--- src/rtl/seg_pkg.sv ---
// Shared definitions for the 7-segment scan decoder: glyph table,
// blanking constants and the capture FSM state type.
package seg_pkg;

  // Active-low segment patterns (g..a) for hex digits; entry i shows digit i.
  localparam logic [15:0][6:0] GLYPH = {
    7'h0E, 7'h06, 7'h21, 7'h46, 7'h03, 7'h08, 7'h10, 7'h00,
    7'h78, 7'h02, 7'h12, 7'h19, 7'h30, 7'h24, 7'h79, 7'h40
  };

  // All segments dark.
  localparam logic [6:0] BLANK = 7'h7F;

  // No digit select asserted (display blanking interval).
  localparam logic [3:0] DIG_NONE = 4'hF;

  typedef enum logic [1:0] {
    SCAN,
    CAPTURE,
    LOCKED
  } state_t;

endpackage

--- src/rtl/seg_glyph_dec.sv ---
// Combinational glyph decoder: maps an active-low 7-segment pattern back to
// the hex digit it shows. Unknown patterns (including blank) decode to 0
// with ok low.
module seg_glyph_dec
  import seg_pkg::*;
(
  input  logic [6:0] seg,
  output logic       ok,
  output logic [3:0] value
);

  // Search the glyph table; a blank pattern never matches any entry.
  always_comb begin
    ok    = 1'b0;
    value = 4'h0;
    if (seg != BLANK) begin
      for (int i = 0; i < 16; i++) begin
        if (seg == GLYPH[i]) begin
          ok    = 1'b1;
          value = 4'(i);
        end
      end
    end
  end

endmodule

--- src/rtl/seg_scan_decoder.sv ---
// Receiving end of a multiplexed 7-segment display: synchronizes SEG/DIG,
// waits for each digit activation to settle, captures it once into a shadow
// slot and hands out complete 4-digit frames over a valid/ready handshake.
// Optional feature macro: SEG_ERR_CNT_EN adds the ERR_CNT output.
module seg_scan_decoder #(
  parameter int STABLE_CYCLES = 16,
  parameter int SYNC_STAGES   = 2
) (
  input  logic        FPGA_CLK,
  input  logic        RST_N,
  input  logic [7:0]  SEG,
  input  logic [3:0]  DIG,
  output logic [15:0] VALUE,
  output logic [3:0]  DP_OUT,
  output logic [3:0]  DIGIT_OK,
  output logic        FRAME_VALID,
  input  logic        FRAME_READY,
  output logic        OVERRUN
`ifdef SEG_ERR_CNT_EN
  ,
  output logic [7:0]  ERR_CNT
`endif
);
  import seg_pkg::*;

  localparam int CNT_W = $clog2(STABLE_CYCLES + 1);

  logic              [1:0] rst_sync_reg;
  logic                    rst_int_n;
  logic             [11:0] sync_reg [SYNC_STAGES];
  logic             [11:0] prev_reg;
  logic              [7:0] seg_s;
  logic              [3:0] dig_s;
  logic        [CNT_W-1:0] cnt_reg;
  state_t                  state_reg;
  logic              [3:0] cap_dig_reg;
  logic              [3:0] mask_reg;
  logic         [3:0][3:0] shadow_val_reg;
  logic         [3:0][3:0] shadow_val_next;
  logic              [3:0] shadow_ok_reg;
  logic              [3:0] shadow_ok_next;
  logic              [3:0] shadow_dp_reg;
  logic              [3:0] shadow_dp_next;
  logic                    glyph_ok;
  logic              [3:0] glyph_val;
  logic              [3:0] sel;
  logic                    partial_sel;
  logic                    slot_ok;
  logic                    capture_en;
  logic              [3:0] mask_next;
  logic                    complete;
  logic                    handshake;
  logic             [15:0] value_reg;
  logic              [3:0] dp_reg;
  logic              [3:0] ok_reg;
  logic                    valid_reg;
  logic                    overrun_reg;

  // Reset asserts immediately and releases two clocks after RST_N rises.
  always_ff @(posedge FPGA_CLK or negedge RST_N) begin
    if (!RST_N) rst_sync_reg <= 2'b00;
    else        rst_sync_reg <= {rst_sync_reg[0], 1'b1};
  end
  assign rst_int_n = rst_sync_reg[1];

  // Multi-flop synchronizer on {SEG, DIG}; idles at all ones (everything dark).
  always_ff @(posedge FPGA_CLK or negedge rst_int_n) begin
    if (!rst_int_n) begin
      for (int i = 0; i < SYNC_STAGES; i++) sync_reg[i] <= '1;
    end else begin
      sync_reg[0] <= {SEG, DIG};
      for (int i = 1; i < SYNC_STAGES; i++) sync_reg[i] <= sync_reg[i-1];
    end
  end
  assign {seg_s, dig_s} = sync_reg[SYNC_STAGES-1];

  // Stability counter: restarts on any change, saturates once settled.
  always_ff @(posedge FPGA_CLK or negedge rst_int_n) begin
    if (!rst_int_n) begin
      prev_reg <= '1;
      cnt_reg  <= '0;
    end else begin
      prev_reg <= {seg_s, dig_s};
      if ({seg_s, dig_s} != prev_reg)           cnt_reg <= '0;
      else if (cnt_reg != CNT_W'(STABLE_CYCLES)) cnt_reg <= cnt_reg + CNT_W'(1);
    end
  end

  // Capture FSM: one capture per digit activation, blanking forces SCAN.
  always_ff @(posedge FPGA_CLK or negedge rst_int_n) begin
    if (!rst_int_n) begin
      state_reg   <= SCAN;
      cap_dig_reg <= DIG_NONE;
    end else if (dig_s == DIG_NONE) begin
      state_reg <= SCAN;
    end else begin
      case (state_reg)
        SCAN:    if (cnt_reg == CNT_W'(STABLE_CYCLES)) state_reg <= CAPTURE;
        CAPTURE: begin
          state_reg   <= LOCKED;
          cap_dig_reg <= dig_s;
        end
        LOCKED:  if (dig_s != cap_dig_reg) state_reg <= SCAN;
        default: state_reg <= SCAN;
      endcase
    end
  end

  seg_glyph_dec u_glyph (
    .seg   (seg_s[6:0]),
    .ok    (glyph_ok),
    .value (glyph_val)
  );

  // Selected slots are the low DIG bits; 2 or 3 selected is a driver fault,
  // while all four selected is a legal "same digit everywhere" broadcast.
  assign sel         = ~dig_s;
  assign partial_sel = (sel != 4'hF) && ((sel & (sel - 4'd1)) != 4'd0);
  assign slot_ok     = glyph_ok & ~partial_sel;
  assign capture_en  = (state_reg == CAPTURE) && (dig_s != DIG_NONE);
  assign mask_next   = mask_reg | sel;
  assign complete    = capture_en && (mask_next == 4'hF);
  assign handshake   = valid_reg & FRAME_READY;

  for (genvar gi = 0; gi < 4; gi++) begin : g_slot
    assign shadow_val_next[gi] = (capture_en && sel[gi]) ? glyph_val  : shadow_val_reg[gi];
    assign shadow_ok_next[gi]  = (capture_en && sel[gi]) ? slot_ok    : shadow_ok_reg[gi];
    assign shadow_dp_next[gi]  = (capture_en && sel[gi]) ? ~seg_s[7]  : shadow_dp_reg[gi];
  end

  // Shadow slots and capture mask; the mask restarts when a frame completes.
  always_ff @(posedge FPGA_CLK or negedge rst_int_n) begin
    if (!rst_int_n) begin
      shadow_val_reg <= '0;
      shadow_ok_reg  <= '0;
      shadow_dp_reg  <= '0;
      mask_reg       <= '0;
    end else if (capture_en) begin
      shadow_val_reg <= shadow_val_next;
      shadow_ok_reg  <= shadow_ok_next;
      shadow_dp_reg  <= shadow_dp_next;
      mask_reg       <= complete ? 4'h0 : mask_next;
    end
  end

  // Output frame register: loads on completion unless a frame is still
  // pending without a handshake, in which case the new frame is dropped.
  always_ff @(posedge FPGA_CLK or negedge rst_int_n) begin
    if (!rst_int_n) begin
      value_reg   <= '0;
      dp_reg      <= '0;
      ok_reg      <= '0;
      valid_reg   <= 1'b0;
      overrun_reg <= 1'b0;
    end else if (complete) begin
      if (!valid_reg || handshake) begin
        value_reg <= shadow_val_next;
        dp_reg    <= shadow_dp_next;
        ok_reg    <= shadow_ok_next;
        valid_reg <= 1'b1;
      end else begin
        overrun_reg <= 1'b1;
      end
    end else if (handshake) begin
      valid_reg <= 1'b0;
    end
  end

  assign VALUE       = value_reg;
  assign DP_OUT      = dp_reg;
  assign DIGIT_OK    = ok_reg;
  assign FRAME_VALID = valid_reg;
  assign OVERRUN     = overrun_reg;

`ifdef SEG_ERR_CNT_EN
  logic [7:0] err_cnt_reg;

  // Count captures that wrote a bad slot, saturating at 255.
  always_ff @(posedge FPGA_CLK or negedge rst_int_n) begin
    if (!rst_int_n) err_cnt_reg <= 8'd0;
    else if (capture_en && !slot_ok && (err_cnt_reg != 8'hFF))
      err_cnt_reg <= err_cnt_reg + 8'd1;
  end
  assign ERR_CNT = err_cnt_reg;
`endif

endmodule

--- config.mk ---
export PLATFORM = sky130hd
export DESIGN_NAME = seg_scan_decoder
export DESIGN_NICKNAME = d
export VERILOG_FILES = /design/src/rtl/seg_pkg.sv /design/src/rtl/seg_glyph_dec.sv /design/src/rtl/seg_scan_decoder.sv
export SDC_FILE = /design/constraint.sdc
export NUM_CORES = 1
export LEC_CHECK = 0
export ABC_AREA = 1
export CELL_PAD_IN_SITES_DETAIL_PLACEMENT = 1
export CELL_PAD_IN_SITES_GLOBAL_PLACEMENT = 1
export CORE_MARGIN = 8
export CORE_UTILIZATION = 30
export DETAILED_ROUTE_END_ITERATION = 8
export HOLD_SLACK_MARGIN = 0.02
export PLACE_DENSITY = 0.61
export REMOVE_ABC_BUFFERS = 1
export SLEW_MARGIN = 20
export SYNTH_ARGS = -nofsm -noshare
export SYNTH_HDL_FRONTEND = slang
export SYNTH_SLANG_ARGS = --single-unit
--- constraint.sdc ---
create_clock -name FPGA_CLK -period 5.7 [get_ports FPGA_CLK]
set_input_delay 1.14 -clock FPGA_CLK [delete_from_list [all_inputs] [get_ports FPGA_CLK]]
set_output_delay 1.14 -clock FPGA_CLK [all_outputs]
set_load 0.02 [all_outputs]
---- Word-level counts from Yosys, hierarchy flattened ----
Index checks and enable logic that the tools add are counted.
cells by class
  bitwise logic cells ..................... 9
  add/sub/neg operators ................... 2
  reduce and logical (&&, ||, !) cells .... 19
  muxes and demuxes ....................... 55
  equality and inequality tests ........... 29
operators by type and width
  cell                                                 count
  2-to-1 mux 4 bit                                     14
  2-to-1 mux 1 bit                                     29
  equality test 7 bit, second input constant           4
  equality test 7 x 5 -> 1 bit, second input constant  3
  equality test 7 x 6 -> 1 bit, second input constant  3
  equality test 7 x 2 -> 1 bit, second input constant  2
  equality test 7 x 4 -> 1 bit, second input constant  2
  2-to-1 mux 3 bit                                     4
  inequality test 12 bit                               1
  2-to-1 mux 2 bit                                     5
  2-to-1 mux 5 bit                                     2
  AND reduction 2 bit                                  5
  equality test 4 bit, second input constant           2
  inequality test 4 bit, second input constant         2
  equality test 7 x 3 -> 1 bit, second input constant  1
  logical AND 1 bit                                    7
  zero test 7 bit                                      1
  inequality test 7 bit, second input constant         1
  inequality test 3 bit, second input constant         2
  one-hot mux 2 bit (3 select lines)                   1
  adder 5 x 1 -> 5 bit, second input constant          1
  equality test 5 bit, second input constant           1
  inequality test 5 bit, second input constant         1
  bitwise AND 4 bit                                    1
  other kinds (14)                                     19
word-level totals
  register bits ........................... 103
  logic and storage cells ................. 133
  output and inout port bits .............. 26
  input bits .............................. 15

---- Depth between registers and ports, before layout ----
  word-level depth ........................ 20
  mapped depth ............................ 14
  mapped depth without buffers ............ 12

---- By module ----
Synthesis repeated with hierarchy kept, for this count alone.
unflattened totals
  cells, all modules ...................... 425
  area total of the unflattened synthesis .. 4265.3 µm²
modules (own cells, without submodules)
  module            seq. area each (µm²)  cells each  instances  area an instance (µm²)
  seg_scan_decoder  2627.5                365         1          3950.0
  seg_glyph_dec     0.0                   60          1          315.3

---- Worst setup path after synthesis ----
OpenSTA, ideal clock, no wires.
  path kind ............................... input to register
  start point ............................. input FRAME_READY
  end point ............................... register value_reg[13] (netlist: VALUE[13])
  path slack .............................. 3.887 ns
  library setup time ...................... 0.117 ns
  cell stages on the path ................. 5
  arrival ................................. 1.696 ns
  data required time ...................... 5.583 ns
  path buffers ............................ 1
  path through ............................ nor2_1 > nor2_4 > buf_4 > nand3_1 > nand2_1
on the way
  word-level cells in the longest chain between the ends .. 3
RTL lines
  what                           RTL line                 RTL
  start: declaration             seg_scan_decoder.sv:17   input logic FRAME_READY,
  bitwise AND 1 bit              seg_scan_decoder.sv:123  assign handshake = valid_reg & FRAME_READY;
  logical OR 1 bit               seg_scan_decoder.sv:156  if (!valid_reg || handshake) begin
  AND reduction 2 bit (no line)  n/a
  end signal: assignment         seg_scan_decoder.sv:157  value_reg <= shadow_val_next;
  end: declaration               seg_scan_decoder.sv:53   logic [15:0] value_reg;
Every way passes these cells.
A chain may end at the register's enable or synchronous reset.

---- Final worst setup path ----
  start point ............................. input FRAME_READY
  end point ............................... register value_reg[8] (netlist: VALUE[8])
The elaborated chain is that of the path after synthesis.

==> flow_metrics.env <==
export IMPL_status="finished, final reports clean"
export IMPL_clk_pin_slew_ns=0.06
export IMPL_switching_share=0.208
export IMPL_numPortBuffers=40
export IMPL_die_w_um=136
export IMPL_coreArea_sq_um=14300
export IMPL_crit_buf_inv=2
export IMPL_netlist_top_cells_count="nand2_1, dfrtp_1, dfstp_2"
export IMPL_synth_area_leaders="dfrtp_1, dfstp_2, nand2_1"
export IMPL_drive_gt1_frac=0.177
export IMPL_crit_family="buffers and inverters"
export IMPL_syn_inst=438
export IMPL_p_int_mw=1.16
export IMPL_cts_inserted_buffers=9
export IMPL_drv_slew=0
export IMPL_seqPwrFrac=0.531
export IMPL_viasPerCell=4.40
export IMPL_hp_class="flip-flop to async pin"
export IMPL_dieArea_sq_um=18500
export IMPL_postCtsSetupRepairBufs=0
export IMPL_drv_cap=0
export IMPL_dp_hpwl_mm=6.21
export IMPL_cp_end_kind="flip-flop"
export IMPL_drc=0
export IMPL_synth_warnings=0
export IMPL_synth_avg_cell_area_sq_um=9.85
export IMPL_clk_latency_ns=0.34
export IMPL_drtIter0Drc=121
export IMPL_cts_root_buf="clkbuf_16"
export IMPL_worstPathArrival_ns=2.76
export IMPL_cts_sinks=103
export IMPL_fin_setup_tns_ns=0
export IMPL_grt_antenna_before_repair=0
export IMPL_grt_max_degree=59
export IMPL_path_max_fanout=25
export IMPL_hold_viol=0
export IMPL_power_leakage_nw=2.41
export IMPL_vias=2924
export IMPL_place_gp_congestion=0.785
export IMPL_cpMaxStageDelayCell="nor2_4"
export IMPL_fillers=1650
export IMPL_post_route_period_util=0.445
export IMPL_wl_per_cell_um=13.3
export IMPL_ys_seq_area_frac=0.609
export IMPL_synth_main_ff_cell="dfrtp_1"
export IMPL_cp_common_cell="nand2_1"
export IMPL_hold_buffers=0
export IMPL_synth_edf_count=0
export IMPL_cts_tree="done"
export IMPL_p_switching_mw=0.305
export IMPL_area_growth_pct=19.3
export IMPL_worst_pin_slew_ns=0.730
export IMPL_ys_types=38
export IMPL_relSlewSlack=0.514
export IMPL_clockPowerShare=0.436
export IMPL_min_period_ns=2.54
export IMPL_skew_ns=0.0107
export IMPL_final_nets=493
export IMPL_synth_top_area_cell="dfrtp_1"
export IMPL_fp_dieH_um=136
export IMPL_synth_top_cell_area_share=0.365
export IMPL_synth_most_common_cell="nand2_1"
export IMPL_grt_usage=0.102
export IMPL_vdd_drop_max_mv=0.142
export IMPL_dpl_cell_area_sq_um=4830
export IMPL_start_util=0.301
export IMPL_htreeDepth=3
export IMPL_crit_chain="clkdlybuf4s50_1 -> nor2_1 -> nor2_4 -> inv_2 -> nand2_1 -> nand2_1"
export IMPL_grt_pass1_vias=3029
export IMPL_grt_pass1_wl_mm=14.8
export IMPL_num_rows=44
export IMPL_grt_ovfl_total=0
export IMPL_final_area_sq_um=5150
export IMPL_antenna_cells=0
export IMPL_rsz0062_at_grt="no"
export IMPL_max_stage_delay_ns=0.51
export IMPL_ant_nets=0
export IMPL_async_reset_ff_frac=1.00
export IMPL_ios=41
export IMPL_syn_area_sq_um=4320
export IMPL_setup_viol=0
export IMPL_clk_path_buf_depth=2
export IMPL_powerDensity_nw_per_um2=284
export IMPL_fmax_mhz=394
export IMPL_total_power_mw=1.46
export IMPL_cts_resized=0
export IMPL_ys_ff_latch=103
export IMPL_power_share_combinational=0.033
export IMPL_first_pass_iters=4
export IMPL_wl_mm=8.84
export IMPL_required_ns=5.92
export IMPL_critPathKind="primary input to flip-flop"
export IMPL_cp_start_kind="primary input"
routing by layer:
layer,track usage,vias to the layer above,share of wire,routed length (um)
met2,0.160,31,0.48,4220
met4,0.0439,0,0.017,146
met3,0.0303,10,0.041,365
met1,0.126,1430,0.46,4110
li1,-,1453,-,-
met5,0,-,0,0
worst register-to-register path: cells and delay by family, from the launching register on:
family        cells  cell delay [ns]
simple gates      6             1.27
flops             1             0.43
buf+inv           2             0.46
area by class of cell:
type	instances	area, sq um	share of cell area
timing repair buffer	41	408	0.0793
tap	184	230	0.0447
clock inverter	2	37.5	0.00729
multi-input combinational	288	1440	0.280
inverter	33	124	0.0241
clock buffer	14	275	0.0535
sequential	103	2630	0.511
power groups by stage:
stage	clock, mW	sequential (mW)	combinational (mW)
2_1_floorplan	0	0.789	0.0244
3_3_place_gp	0	0.789	0.0488
3_5_place_dp	0	0.790	0.0503
4_1_cts	0.665	0.777	0.0506
5_1_grt	0.684	0.779	0.0553
6_report	0.637	0.776	0.0487
final timing paths:
path / depth (start not counted) / endpoint / slack [ns] / start
setup / recovery: 6 / VALUE[8] / 3.16 / FRAME_READY
hold / removal: 0 / cnt_reg[4] / 0.34 / rst_sync_reg[1]
setup reg to reg: 8 / VALUE[8] / 3.43 / dig_s[2]
hold reg to reg: 0 / cnt_reg[4] / 0.34 / rst_sync_reg[1]
max in group asynchronous: 1 / shadow_ok_reg[3] / 4.26 / rst_sync_reg[1]
min in group FPGA_CLK: 0 / seg_s[4] / 0.35 / sync_reg[20]
through the flow:
step,hold WS [ns],cells,setup WS [ns],util
after floorplan,0.331,424,2.69,-
after global placement,0.336,649,2.81,0.338
after detailed placement,0.347,649,2.77,0.338
after CTS,0.354,665,3.14,0.360
after global routing,0.359,665,2.97,0.360
final,0.343,665,3.16,0.360
placed cells by master (no fill, tap or decap), drive strengths merged, types with 2 or more instances in the layout:
master           n
nor3             8
o21a             4
dfrtp           63
a21oi            6
nor2            41
clkbuf          14
a21boi           8
clkdlybuf4s50   40
xnor2            7
o21ai           10
o21bai           2
nand2          141
or2             13
ha               2
xor2             5
inv             33
and2             4
nand3           22
nor4             2
nand4            8
dfstp           40
cells by family (layout without fill, tap and decap cells):
group / after synthesis / in the layout / synth area share
buffers and inverters: 47 / 90 / 0.0574
adders and majority gates: 2 / 2 / 0.00580
DFF: 103 / 103 / 0.609
AOI/OAI and AO/OA: 33 / 33 / 0.0522
and+or+nand+nor: 240 / 240 / 0.251
xor gates and xnor gates: 12 / 12 / 0.0244
other: 1 / 1 / 0.000869
Power figures use the tool's default switching activity.
